<file path="src/rtl/volume_pkg.sv">
// Shared constants for the volume meter and the display stage that consumes its level.
package volume_pkg;

   localparam int LEVEL_MAX = 9;
   localparam int LEVEL_W   = 4;
   localparam int SAMPLE_W  = 12;

endpackage : volume_pkg

</file>
<file path="src/rtl/level_quantizer.sv">
// Maps a window peak onto a 0..LEVEL_MAX volume level with threshold compares.
// The level is the count of thresholds peak_min + k*step (k = 1..LEVEL_MAX) that
// the peak reaches, so it saturates at LEVEL_MAX and needs no divider.
module level_quantizer
   import volume_pkg::*;
(
   input  logic [SAMPLE_W-1:0] window_peak,
   input  logic [SAMPLE_W-1:0] peak_min,
   input  logic [SAMPLE_W-1:0] step,
   output logic [LEVEL_W-1:0]  level
);

   // Thresholds are built 16 bits wide so peak_min + 9*step never wraps.
   localparam int THR_W = SAMPLE_W + 4;

   logic [THR_W-1:0] thr;

   // Count every threshold the peak reaches.
   always_comb begin
      level = '0;
      thr   = '0;
      for (int k = 1; k <= LEVEL_MAX; k++) begin
         thr = {4'd0, peak_min} + THR_W'(k) * {4'd0, step};
         if ({4'd0, window_peak} >= thr) begin
            level = level + LEVEL_W'(1);
         end
      end
   end

endmodule : level_quantizer

</file>
<file path="src/rtl/volume_level_meter.sv">
// Windowed peak meter: tracks the maximum microphone sample over WINDOW_SAMPLES
// accepted samples, quantises the window peak to a 0..9 level and optionally lets
// the displayed level fall by at most one step per window.
//
// Output handshake: level_valid is a one-cycle pulse with no back-pressure; it is
// high exactly on the cycle after volume_level has been loaded with a new value,
// and volume_level holds that value until the next pulse.
module volume_level_meter
   import volume_pkg::*;
#(
   parameter int WINDOW_SAMPLES = 4000,
   parameter int PEAK_MIN       = 2048,
   parameter int STEP           = 205,
   parameter bit DECAY_EN       = 1'b1
) (
   input  logic                clk,
   input  logic                reset,
   input  logic [SAMPLE_W-1:0] mic_sample,
   input  logic                sample_valid,
   output logic [LEVEL_W-1:0]  volume_level,
   output logic                level_valid
);

   localparam int CNT_W = (WINDOW_SAMPLES > 1) ? $clog2(WINDOW_SAMPLES) : 1;
   localparam logic [CNT_W-1:0] CNT_LAST = CNT_W'(WINDOW_SAMPLES - 1);

   logic [CNT_W-1:0]    win_cnt;
   logic [SAMPLE_W-1:0] peak;
   logic [SAMPLE_W-1:0] window_peak;
   logic                eval;
   logic [SAMPLE_W-1:0] peak_with_sample;
   logic                last_sample;
   logic [LEVEL_W-1:0]  quant_level;
   logic [LEVEL_W-1:0]  next_level;

   assign peak_with_sample = (mic_sample > peak) ? mic_sample : peak;
   assign last_sample      = sample_valid && (win_cnt == CNT_LAST);

   level_quantizer u_quant (
      .window_peak (window_peak),
      .peak_min    (SAMPLE_W'(PEAK_MIN)),
      .step        (SAMPLE_W'(STEP)),
      .level       (quant_level)
   );

   // Window accumulation: count accepted samples, track the running peak and hand
   // the finished peak to the eval stage without ever stalling new samples.
   always_ff @(posedge clk) begin
      if (reset) begin
         win_cnt     <= '0;
         peak        <= '0;
         window_peak <= '0;
         eval        <= 1'b0;
      end else begin
         eval <= last_sample;
         if (sample_valid) begin
            if (last_sample) begin
               win_cnt     <= '0;
               peak        <= '0;
               window_peak <= peak_with_sample;
            end else begin
               win_cnt <= win_cnt + CNT_W'(1);
               peak    <= peak_with_sample;
            end
         end
      end
   end

   // Decay rule: rising levels jump straight up, falling levels step down by one.
   always_comb begin
      next_level = quant_level;
      if (DECAY_EN && (quant_level < volume_level)) begin
         next_level = volume_level - LEVEL_W'(1);
      end
   end

   // Output register: load the new level and pulse level_valid one cycle after eval.
   always_ff @(posedge clk) begin
      if (reset) begin
         volume_level <= '0;
         level_valid  <= 1'b0;
      end else begin
         level_valid <= eval;
         if (eval) begin
            volume_level <= next_level;
         end
      end
   end

endmodule : volume_level_meter

</file>
<file path="config.mk">
export PLATFORM = sky130hd
export DESIGN_NAME = volume_level_meter
export DESIGN_NICKNAME = d
export VERILOG_FILES = /design/src/rtl/volume_pkg.sv /design/src/rtl/level_quantizer.sv /design/src/rtl/volume_level_meter.sv
export SDC_FILE = /design/constraint.sdc
export NUM_CORES = 1
export LEC_CHECK = 0
export BUFFER_PORTS_ARGS = -buffer_cell sky130_fd_sc_hd__buf_2
export CAP_MARGIN = 30
export CORE_MARGIN = 2
export CORE_UTILIZATION = 54
export CTS_BUF_LIST = sky130_fd_sc_hd__clkbuf_8
export CTS_CLUSTER_SIZE = 8
export DETAILED_ROUTE_END_ITERATION = 16
export GPL_TIMING_DRIVEN = 0
export HOLD_SLACK_MARGIN = 0.08
export PLACE_DENSITY = 0.77
export SLEW_MARGIN = 30
export SYNTH_ARGS = -nofsm -noshare
export SYNTH_HDL_FRONTEND = slang
export SYNTH_SLANG_ARGS = --single-unit
</file>
<file path="constraint.sdc">
create_clock -name clk -period 6.76 [get_ports clk]
set_input_delay 0 -clock clk [delete_from_list [all_inputs] [get_ports clk]]
set_output_delay 0 -clock clk [all_outputs]
set_load 0.02 [all_outputs]
</file>
Word-level counts from Yosys, hierarchy flattened --
Index checks and enable logic that the tools add are counted.
Storage, ports and cells: register bits 42, bits in latches 0, RAM bits 0, ROM bits 0, input bits 15, output and inout bits 5, word-level logic and storage cells 43, memories kept 0
Cells by class: add/subtract/negate cells 10, $mul 0, div/mod/pow operators 0, order comparisons 11, eq/ne operators 1, shifts and indexed selects 0, multiplexer cells 13, bitwise operators 0, reduce and logical (&&, ||, !) cells 2
Operators with widths (count):
- 12-bit >= comparator (second input constant) | 9
- 12-bit two-way mux | 3
- 4-bit two-way mux | 9
- 4-bit by 1-bit adder with 4-bit output (second input constant) | 7
- 12-bit by 1-bit adder with 12-bit output (second input constant) | 1
- 12-bit equality test (second input constant) | 1
- 12-bit > comparator | 1
- 4-bit less-than comparator | 1
- 4-bit by 1-bit subtractor with 4-bit output (second input constant) | 1
- 1-bit by 1-bit adder with 2-bit output (second input constant) | 1
- 2-bit AND reduction | 1
- 1-bit logical AND | 1
- 1-bit two-way mux | 1

Depth between registers and ports, before layout --
Gate-level depths: netlist of run 1.
depth in word-level cells 20, gate-level depth with buffers 36, mapped depth without buffers 35

By module --
Synthesis of run 1 repeated with hierarchy kept, for this count alone.
Unflattened totals: cell total of the unflattened synthesis 1326, area, all modules 11187.0 um^2
By module, submodules not included:
- level_quantizer | instances 1, cells each 1108, area each 9087.5 um^2, sequential area each 0.0 um^2
- volume_level_meter | instances 1, cells each 218, area each 2099.5 um^2, sequential area each 840.8 um^2

Worst setup path after synthesis of run 1 --
No wires, ideal clock.
path kind register to register, from register window_peak[8], to register volume_level[2], setup time 0.127 ns, data arrival time 6.338 ns, setup slack 0.295 ns, cell stages (with the launch flop) 34, cell sequence dfxtp_1 -> buf_6 -> nor4_2 -> nor3b_1 -> o31ai_1 -> ha_1 -> clkbuf_1 -> xor2_1 -> ha_1 -> nand2_1 -> nand2_1 -> o21a_1 -> ha_1 -> and2_1 -> a21oi_1 -> inv_1 -> ha_1 -> mux2_2 -> a21o_1 -> ha_1 -> nor2_1 -> nor2_1 -> ha_1 -> a221o_1 -> ha_1 -> nand2_1 -> xor2_1 -> xnor2_1 -> ha_1 -> o221ai_2 -> a21oi_4 -> mux2_4 -> a22oi_1 -> nor2_1
On the way: word-level cells in the longest chain between the ends 20, elaborated cells between the ends (all ways) 28, those cells by class add/sub (8); order compare (10); mux (10)
RTL lines:
- from (decl) | RTL line volume_level_meter.sv:29 | logic [SAMPLE_W-1:0] window_peak;
- from (signal assigned) | RTL line volume_level_meter.sv:60 | window_peak <= peak_with_sample;
- 12-bit >= comparator | RTL line level_quantizer.sv:24 | if ({4'd0, window_peak} >= thr) begin
- 1-bit two-way mux | RTL line level_quantizer.sv:24
- 1-bit by 1-bit adder with 2-bit output | RTL line level_quantizer.sv:25 | level = level + LEVEL_W'(1);
- 4-bit two-way mux | RTL line level_quantizer.sv:24
- 4-bit by 1-bit adder with 4-bit output | RTL line level_quantizer.sv:25
- 4-bit two-way mux | RTL line level_quantizer.sv:24
- 4-bit by 1-bit adder with 4-bit output | RTL line level_quantizer.sv:25
- 4-bit two-way mux | RTL line level_quantizer.sv:24
- (+4 left out)
- 4-bit by 1-bit adder with 4-bit output | RTL line level_quantizer.sv:25
- 4-bit two-way mux | RTL line level_quantizer.sv:24
- 4-bit by 1-bit adder with 4-bit output | RTL line level_quantizer.sv:25
- 4-bit two-way mux | RTL line level_quantizer.sv:24
- 4-bit by 1-bit adder with 4-bit output | RTL line level_quantizer.sv:25
- 4-bit two-way mux * | RTL line level_quantizer.sv:24
- 4-bit less-than comparator | RTL line volume_level_meter.sv:72 | if (DECAY_EN && (quant_level < volume_level)) begin
- 4-bit two-way mux * | RTL line volume_level_meter.sv:72
- to (signal assigned) | RTL line volume_level_meter.sv:85 | volume_level <= next_level;
- to (decl) | RTL line volume_level_meter.sv:20 | output logic [LEVEL_W-1:0] volume_level,
Mark *: on every way between the ends. The rest lies on a longest branch, timed or not. A chain may end at the register's enable or synchronous reset.

Worst setup path in the final report of run 1 --
from register window_peak[6], to register volume_level[2]
Same word-level chain as after synthesis.

==> results of run 1 <==
[state kept, by name, indices dropped and copies added, names as in the netlist]
register / cells
window_peak: 12
level_valid: 1
eval: 1
volume_level: 4
peak: 12
win_cnt: 12
[final timing paths]
kind,to,depth (start not counted),slack [ns],startpoint
hold reg to reg,window_peak[3],2,0.51,peak[3]
setup / recovery,volume_level[2],34,0.38,window_peak[6]
hold / removal,win_cnt[4],5,0.22,sample_valid
setup reg to reg,volume_level[2],34,0.38,window_peak[6]
[cell type report]
class,instances,area [um2],area share
multi-input combinational,319,2230,0.599
sequential,42,841,0.226
timing repair buffer,38,279,0.0750
inverter,29,109,0.0292
tap,72,90.1,0.0242
buffer,20,88.8,0.0239
clock buffer,5,68.8,0.0185
clock inverter,3,17.5,0.00471
[worst reg2reg max path, delay by kind of cell (launching register included)]
kind | cells | cell delay [ns]
mux | 2 | 0.59
compound gates | 10 | 1.90
simple gates | 8 | 0.73
buf+inv | 3 | 0.30
xor+xnor | 3 | 0.45
fa+ha+maj | 8 | 2.02
flops | 1 | 0.30
[Yosys cell counts (all sizes together) (2+ instances only)]
cell type	instances	share of area
and2	6	0.012
nand2b	14	0.027
xnor2	12	0.035
mux2i	5	0.016
nor3	3	0.0047
nor4	2	0.0079
ha	25	0.098
nand3	21	0.033
xor2	13	0.038
and4	2	0.0055
nor2b	5	0.0098
a211oi	2	0.0047
a21oi	10	0.019
and3	4	0.0079
buf	4	0.0082
dfxtp	42	0.26
o21ai	21	0.033
clkbuf	17	0.020
nand2	48	0.057
inv	29	0.034
nor2	37	0.046
mux2	3	0.012
nand4	21	0.041
o211ai	5	0.012
a31oi	26	0.051
a21o	6	0.014
nor3b	4	0.011
a32o	2	0.0063
o21a	4	0.0094
[through the flow]
step | hold slack [ns] | cells
2_1_floorplan | 0.154 | 411
3_3_place_gp | 0.295 | 502
3_5_place_dp | 0.302 | 502
4_1_cts | 0.219 | 525
5_1_grt | 0.241 | 528
6_report | 0.216 | 528
[power by group through the flow]
stage                     Combinational [mW]  Sequential, mW  Clock (mW)
after global routing                  0.0863           0.263       0.169
after floorplan                       0.0497           0.265           0
after detailed placement              0.0694           0.268           0
after CTS                             0.0750           0.262       0.159
final                                 0.0774           0.262       0.157
after global placement                0.0665           0.268           0
[metal layers]
metal,GRT usage,share of wire,up-vias
li1,-,-,1551
met4,0.0542,0.0089,0
met2,0.399,0.49,67
met3,0.0267,0.029,10
met1,0.310,0.47,1411
met5,0,0,-
[cells by family (layout without fill, tap and decap cells)]
logic type	count (synthesis)	after routing	share of synthesized area
buf+inv	50	95	0.0624
xor+xnor	26	26	0.0805
flops	42	42	0.264
mux	8	8	0.0275
fa+ha+maj	25	25	0.0982
simple gates	173	173	0.278
compound gates	87	87	0.189
[timing repair]
action / 4_1_cts / 5_1_grt
resized for setup: 1 / 16
pin swaps: 1 / 7
endpoints found under the setup margin: 4 / 4
hold buffers: 15 / 0
setup buffers: 1 / 3
hold endpoints to repair: 24 / 0
==> insert_results.sql, run 1 <==
INSERT INTO impl_metrics (metric_group, metric, value, unit) VALUES
('status', 'outcome', 'finished, final reports clean', ''),
('drt', 'detailroute.via_count', '3039', ''),
('run', 'max-cap-violations', '0', ''),
('critical_path', 'most_numerous_cell_on_the_critical_path', 'ha_1', ''),
('global_routing', 'grt.overflow.total', '0', ''),
('yosys', 'synth.distinct_cells', '55', ''),
('drt', 'routed_wire_length_per_instance', '14.2', 'um'),
('critical_path', 'critical_path_buf_inv_count', '3', ''),
('pwr', 'share_seq_of_total_power', '0.528', ''),
('pwr', 'max-vdd-ir-drop', '0.116', 'mV'),
('cells_and_area', 'num_antenna_cells', '0', ''),
('drt', 'postRouteAntennaNets', '0', ''),
('clock_tree', 'cts_sinks', '42', ''),
('critical_path', 'worst-path-max-fanout', '8', ''),
('cells_and_area', 'final_design_area_no_fill', '3720', 'um2'),
('floorplan', 'placeableCoreArea', '5610', 'um2'),
('clock_tree', 'clk_latency', '0.29', 'ns'),
('drt', 'drt-initial-drc-count', '102', ''),
('clock_tree', 'inserted_clock_buffers', '5', ''),
('critical_path', 'timing.critical_path.required', '6.93', 'ns'),
('floorplan', 'pin_count', '20', ''),
('sta', 'final.setup.tns', '0', 'ns'),
('sta', 'finalWorstPathRequiredPeriod', '6.38', 'ns'),
('critical_path', 'timing.critical_path.to_type', 'flop', ''),
('cells_and_area', 'fillerInstances', '496', ''),
('cells_and_area', 'layout_commonest_cell', 'nand2_1', ''),
('yosys', 'postSynthCellCount', '411', ''),
('min_path', 'hold_path.class', 'input pin to flop', ''),
('clock_tree', 'cts-root-buf', 'clkbuf_8', ''),
('global_routing', 'globalRouteTotalUtil', '0.232', ''),
('critical_path', 'worstPathArrival', '6.55', 'ns'),
('yosys', 'yosys_warnings', '0', ''),
('yosys', 'edff_count_synth', '0', ''),
('yosys', 'avgSynthCellArea', '7.75', 'um2'),
('global_routing', 'grt_first_pass_wirelength', '12400', 'um'),
('clock_tree', 'clkTransAtPathRegs', '0.08', 'ns'),
('cells_and_area', 'final_core_utilization', '0.664', ''),
('sta', 'setup_viol', '0', ''),
('sta', 'finalClockSkew', '0.00978', 'ns'),
('sta', 'achievable-frequency', '157', 'MHz'),
('cells_and_area', 'final_cell_mix', 'nand2_1 (48), dfxtp_1 (42), nor2_1 (36), inv_1 (29), a31oi_1 (26)', ''),
('placement', 'post_dp_cell_area', '3370', 'um2'),
('drt', 'dr.pass1.iters', '4', ''),
('floorplan', 'initial_core_util', '0.568', ''),
('drt', 'drc', '0', ''),
('placement', 'place_ws', '-0.280', 'ns'),
('sta', 'final_min_period_over_clock_period', '0.944', ''),
('critical_path', 'cell_type_group_with_the_largest_total_delay_on_the_critical_path', 'adder cells', ''),
('floorplan', 'rows', '27', ''),
('yosys', 'postSynth.asyncResetShare', '0', ''),
('pwr', 'comb_power_share', '0.156', ''),
('sta', 'slew_headroom', '0.538', ''),
('floorplan', 'die_h', '80.8', 'um'),
('yosys', 'synth.cell_area', '3190', 'um2'),
('yosys', 'fraction_of_the_yosys_area_taken_by_sequential_cells', '0.264', ''),
('global_routing', 'first_global_vias', '2730', ''),
('floorplan', 'floorplan.die_area', '6530', 'um2'),
('clock_tree', 'ctsHtreeMaxLevel', '2', ''),
('pwr', 'p_leak', '1.53', 'nW'),
('clock_tree', 'cts_tree', 'done', ''),
('cells_and_area', 'area_growth_syn_to_layout', '16.8', '%'),
('critical_path', 'crit_path_start_kind', 'flop', ''),
('cells_and_area', 'finalNetCount', '495', ''),
('cells_and_area', 'drive_gt1_frac', '0.127', ''),
('pwr', 'power.switching_fraction', '0.278', ''),
('critical_path', 'critical_path.slowest_cell', 'a221o_1', ''),
('global_routing', 'antenna_found_initial', '0', ''),
('yosys', 'synth-seq-cells', '42', ''),
('pwr', 'power_frac_clock', '0.316', ''),
('drt', 'vias_per_cell', '5.76', ''),
('global_routing', 'grt_start_max_net_pins', '15', '');
No activity file was read; power rests on OpenSTA's default activity.
==> run 2: changes to the inputs <==
--- a/config.mk
+++ b/config.mk
@@ -14,7 +14,8 @@
 export DETAILED_ROUTE_END_ITERATION = 16
 export GPL_TIMING_DRIVEN = 0
 export HOLD_SLACK_MARGIN = 0.08
-export PLACE_DENSITY = 0.77
+export MAX_ROUTING_LAYER = met4
+export PLACE_DENSITY = 0.74
 export SLEW_MARGIN = 30
 export SYNTH_ARGS = -nofsm -noshare
 export SYNTH_HDL_FRONTEND = slang
==> constraint.sdc (replaced) <==
create_clock -name clk -period 6.6 [get_ports clk]
set_input_delay 0 -clock clk [delete_from_list [all_inputs] [get_ports clk]]
set_output_delay 0 -clock clk [all_outputs]
set_load 0.02 [all_outputs]
==> run 2 against run 1 <==
Sequential cell count unchanged. Non-clock buffer count up 9. Register-to-register slack worse by 0.14 ns. Sequential share of layout area down 0.28 points. Fmax up 0.31%. Critical endpoint unchanged.
==> insert_results.sql, run 2 (synthesized netlist as in run 1, its figures left out) <==
INSERT INTO impl_metrics (metric_group, metric, value, unit) VALUES
('sta', 'setup_viol', '0', ''),
('placement', 'post-dp-hpwl', '5550', 'um'),
('critical_path', 'crit_path_start_kind', 'flop', ''),
('cells_and_area', 'finalNetCount', '504', ''),
('drt', 'detailroute.via_count', '3106', ''),
('floorplan', 'chipWidth', '80.8', 'um'),
('drt', 'vias_per_cell', '5.78', ''),
('sta', 'final_hold_viol_count', '0', ''),
('floorplan', 'initial_core_util', '0.568', ''),
('placement', 'post_dp_cell_area', '3370', 'um2'),
('clock_tree', 'cts_tree', 'done', ''),
('cells_and_area', 'final_design_area_no_fill', '3820', 'um2'),
('sta', 'slew_headroom', '0.567', ''),
('global_routing', 'grt.overflow.total', '0', ''),
('placement', 'port_buffers', '19', ''),
('cells_and_area', 'area_growth_syn_to_layout', '20.0', '%'),
('critical_path', 'timing.critical_path.to_type', 'flop', ''),
('critical_path', 'endpoint_of_the_worst_register_to_register_path', 'volume_level[2]', ''),
('min_path', 'hold_path.class', 'input pin to flop', ''),
('floorplan', 'rows', '27', ''),
('critical_path', 'most_numerous_cell_on_the_critical_path', 'ha_1', ''),
('sta', 'drv_slew', '0', ''),
('critical_path', 'r2r_setup_slack', '0.24', 'ns'),
('sta', 'final_min_period_over_clock_period', '0.964', ''),
('clock_tree', 'cts-root-buf', 'clkbuf_8', ''),
('sta', 'finalWorstPathRequiredPeriod', '6.36', 'ns'),
('drt', 'drt-initial-drc-count', '235', ''),
('clock_tree', 'cts_sinks', '42', ''),
('cells_and_area', 'final_cell_mix', 'nand2_1 (45), dfxtp_1 (36), nor2_1 (33), inv_1 (29), a31oi_1 (26)', ''),
('global_routing', 'grt_start_max_net_pins', '16', ''),
('critical_path', 'cp_slowest_stage_delay', '0.38', 'ns'),
('global_routing', 'globalRouteTotalUtil', '0.258', ''),
('cells_and_area', 'num_antenna_cells', '0', ''),
('critical_path', 'worst-setup-path-type', 'flop to flop', ''),
('drt', 'drc', '0', ''),
('cells_and_area', 'reg.largest.list', 'peak: 12 flops, win_cnt: 12 flops, window_peak: 12 flops', ''),
('critical_path', 'timing.critical_path.required', '6.79', 'ns'),
('drt', 'wl', '7790', 'um'),
('cells_and_area', 'drive_gt1_frac', '0.181', ''),
('global_routing', 'first_global_vias', '2906', ''),
('clock_tree', 'clk_latency', '0.30', 'ns'),
('critical_path', 'worstRegToRegCells', '34', ''),
('drt', 'dr.pass1.iters', '7', ''),
('sta', 'rsz0062_at_grt', 'yes', ''),
('clock_tree', 'clk_path_buf_depth', '2', ''),
('critical_path', 'regToRegStartpoint', 'window_peak[7]', ''),
('pwr', 'max-vdd-ir-drop', '0.109', 'mV'),
('drt', 'routed_wire_length_per_instance', '14.5', 'um'),
('global_routing', 'grt_first_pass_wirelength', '13300', 'um'),
('min_path', 'holdCritStartpoint', 'sample_valid', ''),
('drt', 'postRouteAntennaNets', '0', ''),
('placement', 'place_ws', '-0.549', 'ns'),
('cells_and_area', 'layout_commonest_cell', 'nand2_1', ''),
('run', 'max-cap-violations', '0', ''),
('critical_path', 'critical_path.slowest_cell', 'a221o_1', ''),
('cells_and_area', 'multiInputGateArea', '2240', 'um2'),
('floorplan', 'die_h', '80.8', 'um'),
('floorplan', 'floorplan.die_area', '6530', 'um2'),
('critical_path', 'worst-path-max-fanout', '9', ''),
('min_path', 'min_delay_worst_endpoint', 'win_cnt[4]', ''),
('cells_and_area', 'fillerInstances', '491', ''),
('cells_and_area', 'final_core_utilization', '0.682', ''),
('critical_path', 'cp-startpoint', 'window_peak[7]', ''),
('cells_and_area', 'register_area', '853', 'um2'),
('floorplan', 'pin_count', '20', ''),
('clock_tree', 'ctsHtreeMaxLevel', '2', ''),
('status', 'outcome', 'finished, final reports clean', ''),
('global_routing', 'antenna_found_initial', '0', ''),
('placement', 'finalWeightedCongestion', '0.901', ''),
('min_path', 'min_path_cells', '5', ''),
('clock_tree', 'clkTransAtPathRegs', '0.10', 'ns'),
('sta', 'worstMarginPinSlew', '0.648', 'ns'),
('sta', 'finalClockSkew', '0.0149', 'ns'),
('floorplan', 'placeableCoreArea', '5610', 'um2'),
('pwr', 'p_leak', '1.56', 'nW'),
('sta', 'fin_ws', '0.239', 'ns'),
('pwr', 'pwr_density_cell', '136', 'nW/um2'),
('sta', 'achievable-frequency', '157', 'MHz'),
('clock_tree', 'inserted_clock_buffers', '5', ''),
('pwr', 'tot_pwr', '0.518', 'mW'),
('critical_path', 'worstPathArrival', '6.55', 'ns');
[run 2: cell count changes in the layout (fill, tap and decap cells not counted), moves of 3 or more]
| cell | previous run | this run |
|---|---|---|
| nand2_2 | 0 | 3 |
| dfxtp_2 | 0 | 4 |
| nor2_1 | 36 | 33 |
| dfxtp_1 | 42 | 36 |
| nand2_1 | 48 | 45 |
| nor2_2 | 0 | 3 |
| buf_4 | 3 | 13 |
| ha_2 | 1 | 4 |
[run 2: cell type report]
| cell class | instances | area share |
|---|---|---|
| Inverter | 29 | 0.0285 |
| Buffer | 19 | 0.0229 |
| Clock buffer | 5 | 0.0180 |
| Clock inverter | 3 | 0.00622 |
| Timing Repair Buffer | 48 | 0.0926 |
| Multi-Input combinational cell | 319 | 0.585 |
| Tap cell | 72 | 0.0236 |
| Sequential cell | 42 | 0.223 |
[run 2: power by group]
part	internal, mW	total (mW)	switching [mW]
Combinational	0.0335	0.0794	0.0458
Sequential	0.260	0.268	0.00783
Clock	0.0757	0.172	0.0959
Total	0.369	0.518	0.150
[run 2: routing by layer]
layer  track usage  routed length, um  vias to the layer above  share of wire
met1         0.338               3600                     1448           0.46
li1              -                  -                     1564              -
met5             -                  0                        -              0
met3        0.0289                234                       15          0.030
met4        0.0898                138                        0          0.018
met2         0.412               3810                       79           0.49
[run 2: how the worst max path moves through the flow]
stage	slack (ns)	to	depth (start not counted)
detailed placement	-0.55	volume_level[2]	33
global route	-0.14	volume_level[0]	34
global placement	-0.41	volume_level[2]	33
CTS	0.003	volume_level[2]	32
floorplan	0.13	volume_level[2]	33
finish	0.24	volume_level[2]	34
[run 2: repair_timing]
item                       CTS  global route
hold buffers                15             0
setup endpoints to repair    4             4
pin swaps                    3            18
setup buffers                3            11
gates resized for setup      6            29
hold endpoints to repair    24             0
[run 2: worst max-delay path, delay by kind of cell, from the launching register on]
family | cells | cell delay (ns)
fa+ha+maj | 8 | 2.14
compound gates | 9 | 1.74
simple gates | 9 | 0.78
mux | 2 | 0.59
xor+xnor | 3 | 0.44
flops | 1 | 0.32
buf+inv | 3 | 0.26
[run 2: per-stage QoR]
stage | cells | hold slack [ns] | setup TNS [ns]
global placement | 502 | 0.297 | -1.20
detailed placement | 502 | 0.300 | -1.78
global route | 537 | 0.216 | -0.370
CTS | 527 | 0.205 | 0
floorplan | 411 | 0.154 | 0
finish | 537 | 0.213 | 0
